$ cat src/rtl/csel_pkg.sv
// Shared mode constants, default geometry and the stage control record
// for the pipelined carry-select adder/subtractor.
package csel_pkg;

  localparam int DEFAULT_WIDTH = 16;
  localparam int DEFAULT_BLOCK = 4;

  typedef enum logic {
    MODE_ADD = 1'b0,
    MODE_SUB = 1'b1
  } mode_e;

  // Control fields carried with each stage-1 entry; the wide candidate
  // vectors travel alongside it as separate registers.
  typedef struct packed {
    logic  valid;
    mode_e mode;
    logic  cin;
    logic  a_msb;
    logic  bx_msb;
  } stage_ctl_t;

  // Subtraction is a + ~b + !borrow_in, so the block-0 carry flips in sub mode.
  function automatic logic carry_in_eff(input mode_e mode, input logic c_in);
    return (mode == MODE_SUB) ? ~c_in : c_in;
  endfunction

endpackage

$ cat src/rtl/csel_block.sv
// One BLOCK-bit carry-select slice: both candidate sums and carries,
// for a block carry-in of 0 and of 1.
module csel_block #(
  parameter int BLOCK = 4
) (
  input  logic [BLOCK-1:0] a,
  input  logic [BLOCK-1:0] b,
  output logic [BLOCK-1:0] sum0,
  output logic [BLOCK-1:0] sum1,
  output logic             cout0,
  output logic             cout1
);

  assign {cout0, sum0} = {1'b0, a} + {1'b0, b};
  assign {cout1, sum1} = {1'b0, a} + {1'b0, b} + {{BLOCK{1'b0}}, 1'b1};

endmodule

$ cat src/rtl/pipelined_csel_addsub.sv
// Two-stage valid/ready carry-select adder/subtractor with c_out, ovf and zero flags.
// Optional saturation on signed overflow via the CSEL_ADDSUB_SAT_EN macro (adds port sat).
module pipelined_csel_addsub
  import csel_pkg::*;
#(
  parameter int WIDTH = DEFAULT_WIDTH,
  parameter int BLOCK = DEFAULT_BLOCK
) (
  input  logic             clk,
  input  logic             rst_n,
  input  logic             in_valid,
  output logic             in_ready,
  input  logic [WIDTH-1:0] a,
  input  logic [WIDTH-1:0] b,
  input  logic             c_in,
  input  logic             sub,
`ifdef CSEL_ADDSUB_SAT_EN
  input  logic             sat,
`endif
  output logic             out_valid,
  input  logic             out_ready,
  output logic [WIDTH-1:0] sum,
  output logic             c_out,
  output logic             ovf,
  output logic             zero
);

  localparam int NB = WIDTH / BLOCK;

  if (((WIDTH % BLOCK) != 0) || (WIDTH < 4)) begin : g_param_err
    $error("pipelined_csel_addsub: WIDTH must be a multiple of BLOCK and at least 4");
  end

  mode_e            in_mode;
  logic [WIDTH-1:0] b_x;
  logic [WIDTH-1:0] blk_sum0;
  logic [WIDTH-1:0] blk_sum1;
  logic [NB-1:0]    blk_cout0;
  logic [NB-1:0]    blk_cout1;

  stage_ctl_t       s1_ctl;
  logic [WIDTH-1:0] s1_sum0;
  logic [WIDTH-1:0] s1_sum1;
  logic [NB-1:0]    s1_cout0;
  logic [NB-1:0]    s1_cout1;

  logic             s2_take;
  logic [NB:0]      chain;
  logic [WIDTH-1:0] raw_sum;
  logic [WIDTH-1:0] res_sum;
  logic             res_ovf;

  assign in_mode = mode_e'(sub);
  assign b_x     = (in_mode == MODE_SUB) ? ~b : b;

  // Stage 2 can take a new entry when empty or when its result drains this cycle.
  assign s2_take  = !out_valid || out_ready;
  assign in_ready = !s1_ctl.valid || s2_take;

  for (genvar i = 0; i < NB; i++) begin : g_blk
    csel_block #(.BLOCK(BLOCK)) u_blk (
      .a     (a[i*BLOCK +: BLOCK]),
      .b     (b_x[i*BLOCK +: BLOCK]),
      .sum0  (blk_sum0[i*BLOCK +: BLOCK]),
      .sum1  (blk_sum1[i*BLOCK +: BLOCK]),
      .cout0 (blk_cout0[i]),
      .cout1 (blk_cout1[i])
    );
  end

  always_ff @(posedge clk or negedge rst_n) begin
    if (!rst_n) begin
      s1_ctl   <= '0;
      s1_sum0  <= '0;
      s1_sum1  <= '0;
      s1_cout0 <= '0;
      s1_cout1 <= '0;
    end else if (in_ready) begin
      s1_ctl.valid <= in_valid;
      if (in_valid) begin
        s1_ctl.mode   <= in_mode;
        s1_ctl.cin    <= carry_in_eff(in_mode, c_in);
        s1_ctl.a_msb  <= a[WIDTH-1];
        s1_ctl.bx_msb <= b_x[WIDTH-1];
        s1_sum0       <= blk_sum0;
        s1_sum1       <= blk_sum1;
        s1_cout0      <= blk_cout0;
        s1_cout1      <= blk_cout1;
      end
    end
  end

`ifdef CSEL_ADDSUB_SAT_EN
  logic s1_sat;

  always_ff @(posedge clk or negedge rst_n) begin
    if (!rst_n) begin
      s1_sat <= 1'b0;
    end else if (in_ready && in_valid) begin
      s1_sat <= sat;
    end
  end
`endif

  // Ripple only the block-select muxes; each block already has both answers.
  always_comb begin
    chain    = '0;
    raw_sum  = '0;
    chain[0] = s1_ctl.cin;
    for (int i = 0; i < NB; i++) begin
      raw_sum[i*BLOCK +: BLOCK] = chain[i] ? s1_sum1[i*BLOCK +: BLOCK]
                                           : s1_sum0[i*BLOCK +: BLOCK];
      chain[i+1] = chain[i] ? s1_cout1[i] : s1_cout0[i];
    end
  end

  assign res_ovf = (s1_ctl.a_msb == s1_ctl.bx_msb) && (raw_sum[WIDTH-1] != s1_ctl.a_msb);

`ifdef CSEL_ADDSUB_SAT_EN
  // Overflow direction follows the shared operand sign: negative operands clamp to min.
  always_comb begin
    res_sum = raw_sum;
    if (s1_sat && res_ovf) begin
      res_sum = s1_ctl.a_msb ? {1'b1, {(WIDTH-1){1'b0}}} : {1'b0, {(WIDTH-1){1'b1}}};
    end
  end
`else
  assign res_sum = raw_sum;
`endif

  always_ff @(posedge clk or negedge rst_n) begin
    if (!rst_n) begin
      out_valid <= 1'b0;
      sum       <= '0;
      c_out     <= 1'b0;
      ovf       <= 1'b0;
      zero      <= 1'b0;
    end else if (s2_take) begin
      out_valid <= s1_ctl.valid;
      if (s1_ctl.valid) begin
        sum   <= res_sum;
        c_out <= (s1_ctl.mode == MODE_SUB) ? ~chain[NB] : chain[NB];
        ovf   <= res_ovf;
        zero  <= (res_sum == '0);
      end
    end
  end

endmodule

$ cat config.mk
export PLATFORM = sky130hd
export DESIGN_NAME = pipelined_csel_addsub
export DESIGN_NICKNAME = d
export VERILOG_FILES = /design/src/rtl/csel_pkg.sv /design/src/rtl/csel_block.sv /design/src/rtl/pipelined_csel_addsub.sv
export SDC_FILE = /design/constraint.sdc
export NUM_CORES = 1
export LEC_CHECK = 0
export CAP_MARGIN = 20
export CORE_ASPECT_RATIO = 0.5
export CORE_MARGIN = 2
export CORE_UTILIZATION = 30
export CTS_CLUSTER_SIZE = 24
export DETAILED_ROUTE_END_ITERATION = 16
export SLEW_MARGIN = 30
export SYNTH_ARGS = -nofsm -noshare
export SYNTH_HDL_FRONTEND = slang
export SYNTH_SLANG_ARGS = --single-unit
$ cat constraint.sdc
create_clock -name clk -period 2.6 [get_ports clk]
set_input_delay 0.52 -clock clk [delete_from_list [all_inputs] [get_ports clk]]
set_output_delay 0.52 -clock clk [all_outputs]
set_load 0.05 [all_outputs]
==> impl_results.md <==
* Synthesized Nets at approximately 400
* Fraction of layout cells with a size suffix above 1 at 0.193
* RSZ-0062 raised after global routing: yes
* Core box area at roughly 0.012 mm^2
* Cell Count, Final, Fillers Out at 596
* Avg Inst Size Synth at about 11 um^2
* Fmax at about 400 MHz
* Nets at just under 500
* Minimum clock period at between 2 and 3 ns
* Status: complete, no violations
* Initial drt markers at 92
* Post-synthesis compound-gate area fraction at 0.132
* Die Area at roughly 0.013 mm^2
* Die extent in y at between 80 and 90 um
* Final hold violations at 0
* Leakage power total at between 2 and 2.5 nW
* CP max FO at 10
* # diodes at 0
* Unique masters post-synth at 43
* Max VDD drop at 0.327 mV
* Post-Place Cells at slightly below 600
* CTS max path bufs at 2
* Worst skew pair latency at 0.33 ns
* Root Driver: clkbuf_16
* Avg WL per Cell at approximately 13 um
* Clock Sink Count at 65
* Detailed Place HPWL at ~5.9 mm
* Synth Area in XOR/XNOR at 0.0739
* Antenna violations before repair at 0
* Post-CTS Setup Bufs at 0
* Number of vias per cell at between 4 and 5
* Main synth FF type: dfrtp_1
* Crit. End Element: flip-flop
* Yosys top cell by area: dfrtp_1
* Vias at roughly 2.7k
* Clk slew on worst S/H paths at 0.05 ns
* Synth Instances at ~350
* # port buffers at 58
* Fin Setup TNS at 0 ns
* Row cnt at 28
* Seq/Total Area, Yosys at 0.443
* DRC at 0
* IO Pins at 59
* Final setup violation count at 0
* Top cell type's share of synthesized area at 0.443
* Fin crit share at 0.969
* Largest net degree at the start of global routing at a little under 70
* CP required at 2.83 ns
* Worst rel slew slack at 0.646
* Largest family of logic cells by synthesized area: compound AO/OA/AOI/OAI gates
* Total GRT Usage at 0.128
* Routed Antenna Nets at 0
* Synth top cells by count: dfrtp_1, nand2_1, o21ai_0
* Fillers at around 1.1k
* CP arrival at 2.75 ns
* TritonRoute pass-1 iters at 4
* Most frequent cell after synthesis: dfrtp_1
* First-pass GRT wire length at around 13 mm
* Seq cells post-synth at 65
* Hold Path Stages at 2
* Starting Density at 0.309
* Area grow syn2layout at 35.5%
* Top post-synthesis cells by area: dfrtp_1, ha_1, mux2_2
* CTS tree: built
* Async SR Flop Fraction at 1.00
* R2R depth at 5
* Gp weighted congestion at about 0.75
* Critical Path Start Type: input port
* H-tree depth reported by CTS at 3
* Overflow after GRT at 0
* WL final at slightly below 8 mm
* Mux share of post-synthesis cell area at 0.119
* Slew Viols, Final at 0
* Synth warn at 0
* Synth Area in Adders at 0.0899
* Max Cap Viol at 0
* Hold Slack at between 0.4 and 0.5 ns
* Syn Std Cell Area at 0.00367 mm^2
* Post-synth EDFFs at 0
* Worst-Margin Slew at 0.529 ns
* Clock skew at ~0.0074 ns
* Vias in the first global route at 2712
* WS Path Type: in -> reg
* PwrDens at about 900 mW/mm^2
* Total CTS buffers at 9
* Hold Crit Class: reg -> reg
* Die Width at 160 um
* Simple-Gate Fraction of Synth Area at 0.119
[stage by stage]
step / utilization / setup WS [ns] / cell area, um^2 / power, mW
finish: 0.419 / 0.0812 / 4970 / 4.55
global route: 0.419 / -0.0386 / 4970 / 4.83
CTS: 0.414 / 0.0116 / 4920 / 4.57
detailed placement: 0.389 / -0.332 / 4610 / 3.38
global placement: 0.389 / -0.274 / 4610 / 3.35
floorplan: - / 0.0632 / 3670 / 2.76
[placed cells by master, fill, tap and decap left out, types with 3 or more instances in the layout]
cell type / count
dfrtp_1: 65
clkdlybuf4s50_1: 56
nand2_1: 49
o21ai_0: 33
buf_4: 23
mux2_2: 21
ha_1: 19
xor2_1: 18
mux2i_1: 14
nor2_1: 10
clkbuf_16: 9
a21o_1: 8
a21oi_1: 8
xnor2_1: 7
and2_1: 6
xor2_2: 5
nand2b_1: 5
o31ai_1: 5
a31oi_1: 5
nand3_1: 5
inv_1: 4
nor3_1: 4
nor4_1: 4
a21oi_2: 3
nor2b_1: 3
fa_1: 3
buf_12: 3
[worst max-delay path, cell delays in order]
cell,delay [ns]
clkdlybuf4s50_1,0.41
buf_6,0.15
buf_12,0.15
xor2_1,0.16
ha_1,0.21
fa_1,0.51
ha_1,0.18
nand2_1,0.07
o21a_1,0.17
o31ai_1,0.20
[routing by layer]
layer	up-vias	track usage	wire length [um]
li1	1382	-	-
met1	1242	0.168	3930
met2	37	0.207	3500
met3	8	0.0410	308
met4	0	0.0351	81
met5	-	0	0
[worst paths after layout]
| kind | start | slack, ns | to |
|---|---|---|---|
| worst max-delay path | sub | 0.08 | s1_cout1[1] |
| worst min register to register | sum[3] | 0.48 | sum[3] |
| min in group asynchronous | rst_n | 0.54 | s1_cout1[0] |
| max in group asynchronous | rst_n | 1.35 | s1_sum0[14] |
| worst min-delay path | sum[3] | 0.48 | sum[3] |
| worst max register to register | chain[0] | 0.77 | c_out |
[repair_timing]
item / in CTS / in global routing
endpoints found under the hold margin: 3 / 0
pin swaps: 0 / 0
endpoints found under the setup margin: 2 / 6
hold buffers: 1 / 0
cloned: 0 / 0
gates resized for setup: 2 / 10
[final cells by class]
cell class                      instances  area, um^2  share of cell area
Multi-Input combinational cell        263        2020               0.406
Sequential cell                        65        1630               0.327
Timing Repair Buffer                   85         820               0.165
Clock buffer                           11         243              0.0488
Tap cell                              165         206              0.0415
Clock inverter                          3        42.5             0.00855
Inverter                                4        15.0             0.00302
[power by group]
group	total, mW	internal [mW]	switching (mW)
combinational	1.80	0.801	1.00
sequential	1.57	1.33	0.236
clock	1.18	0.755	0.422
[cell families after synthesis]
group           count (synthesis)
compound gates                 76
xor+xnor                       31
fa+ha+maj                      24
buf+inv                        19
flops                          65
mux                            38
simple gates                   94
[flip-flops by register name, indices dropped and copies added (netlist names), 4 cells and up]
signal / flops
s1_cout0: 4
s1_ctl: 4
s1_sum1: 16
s1_cout1: 4
s1_sum0: 16
sum: 16
Power figures use the tool's default switching activity.
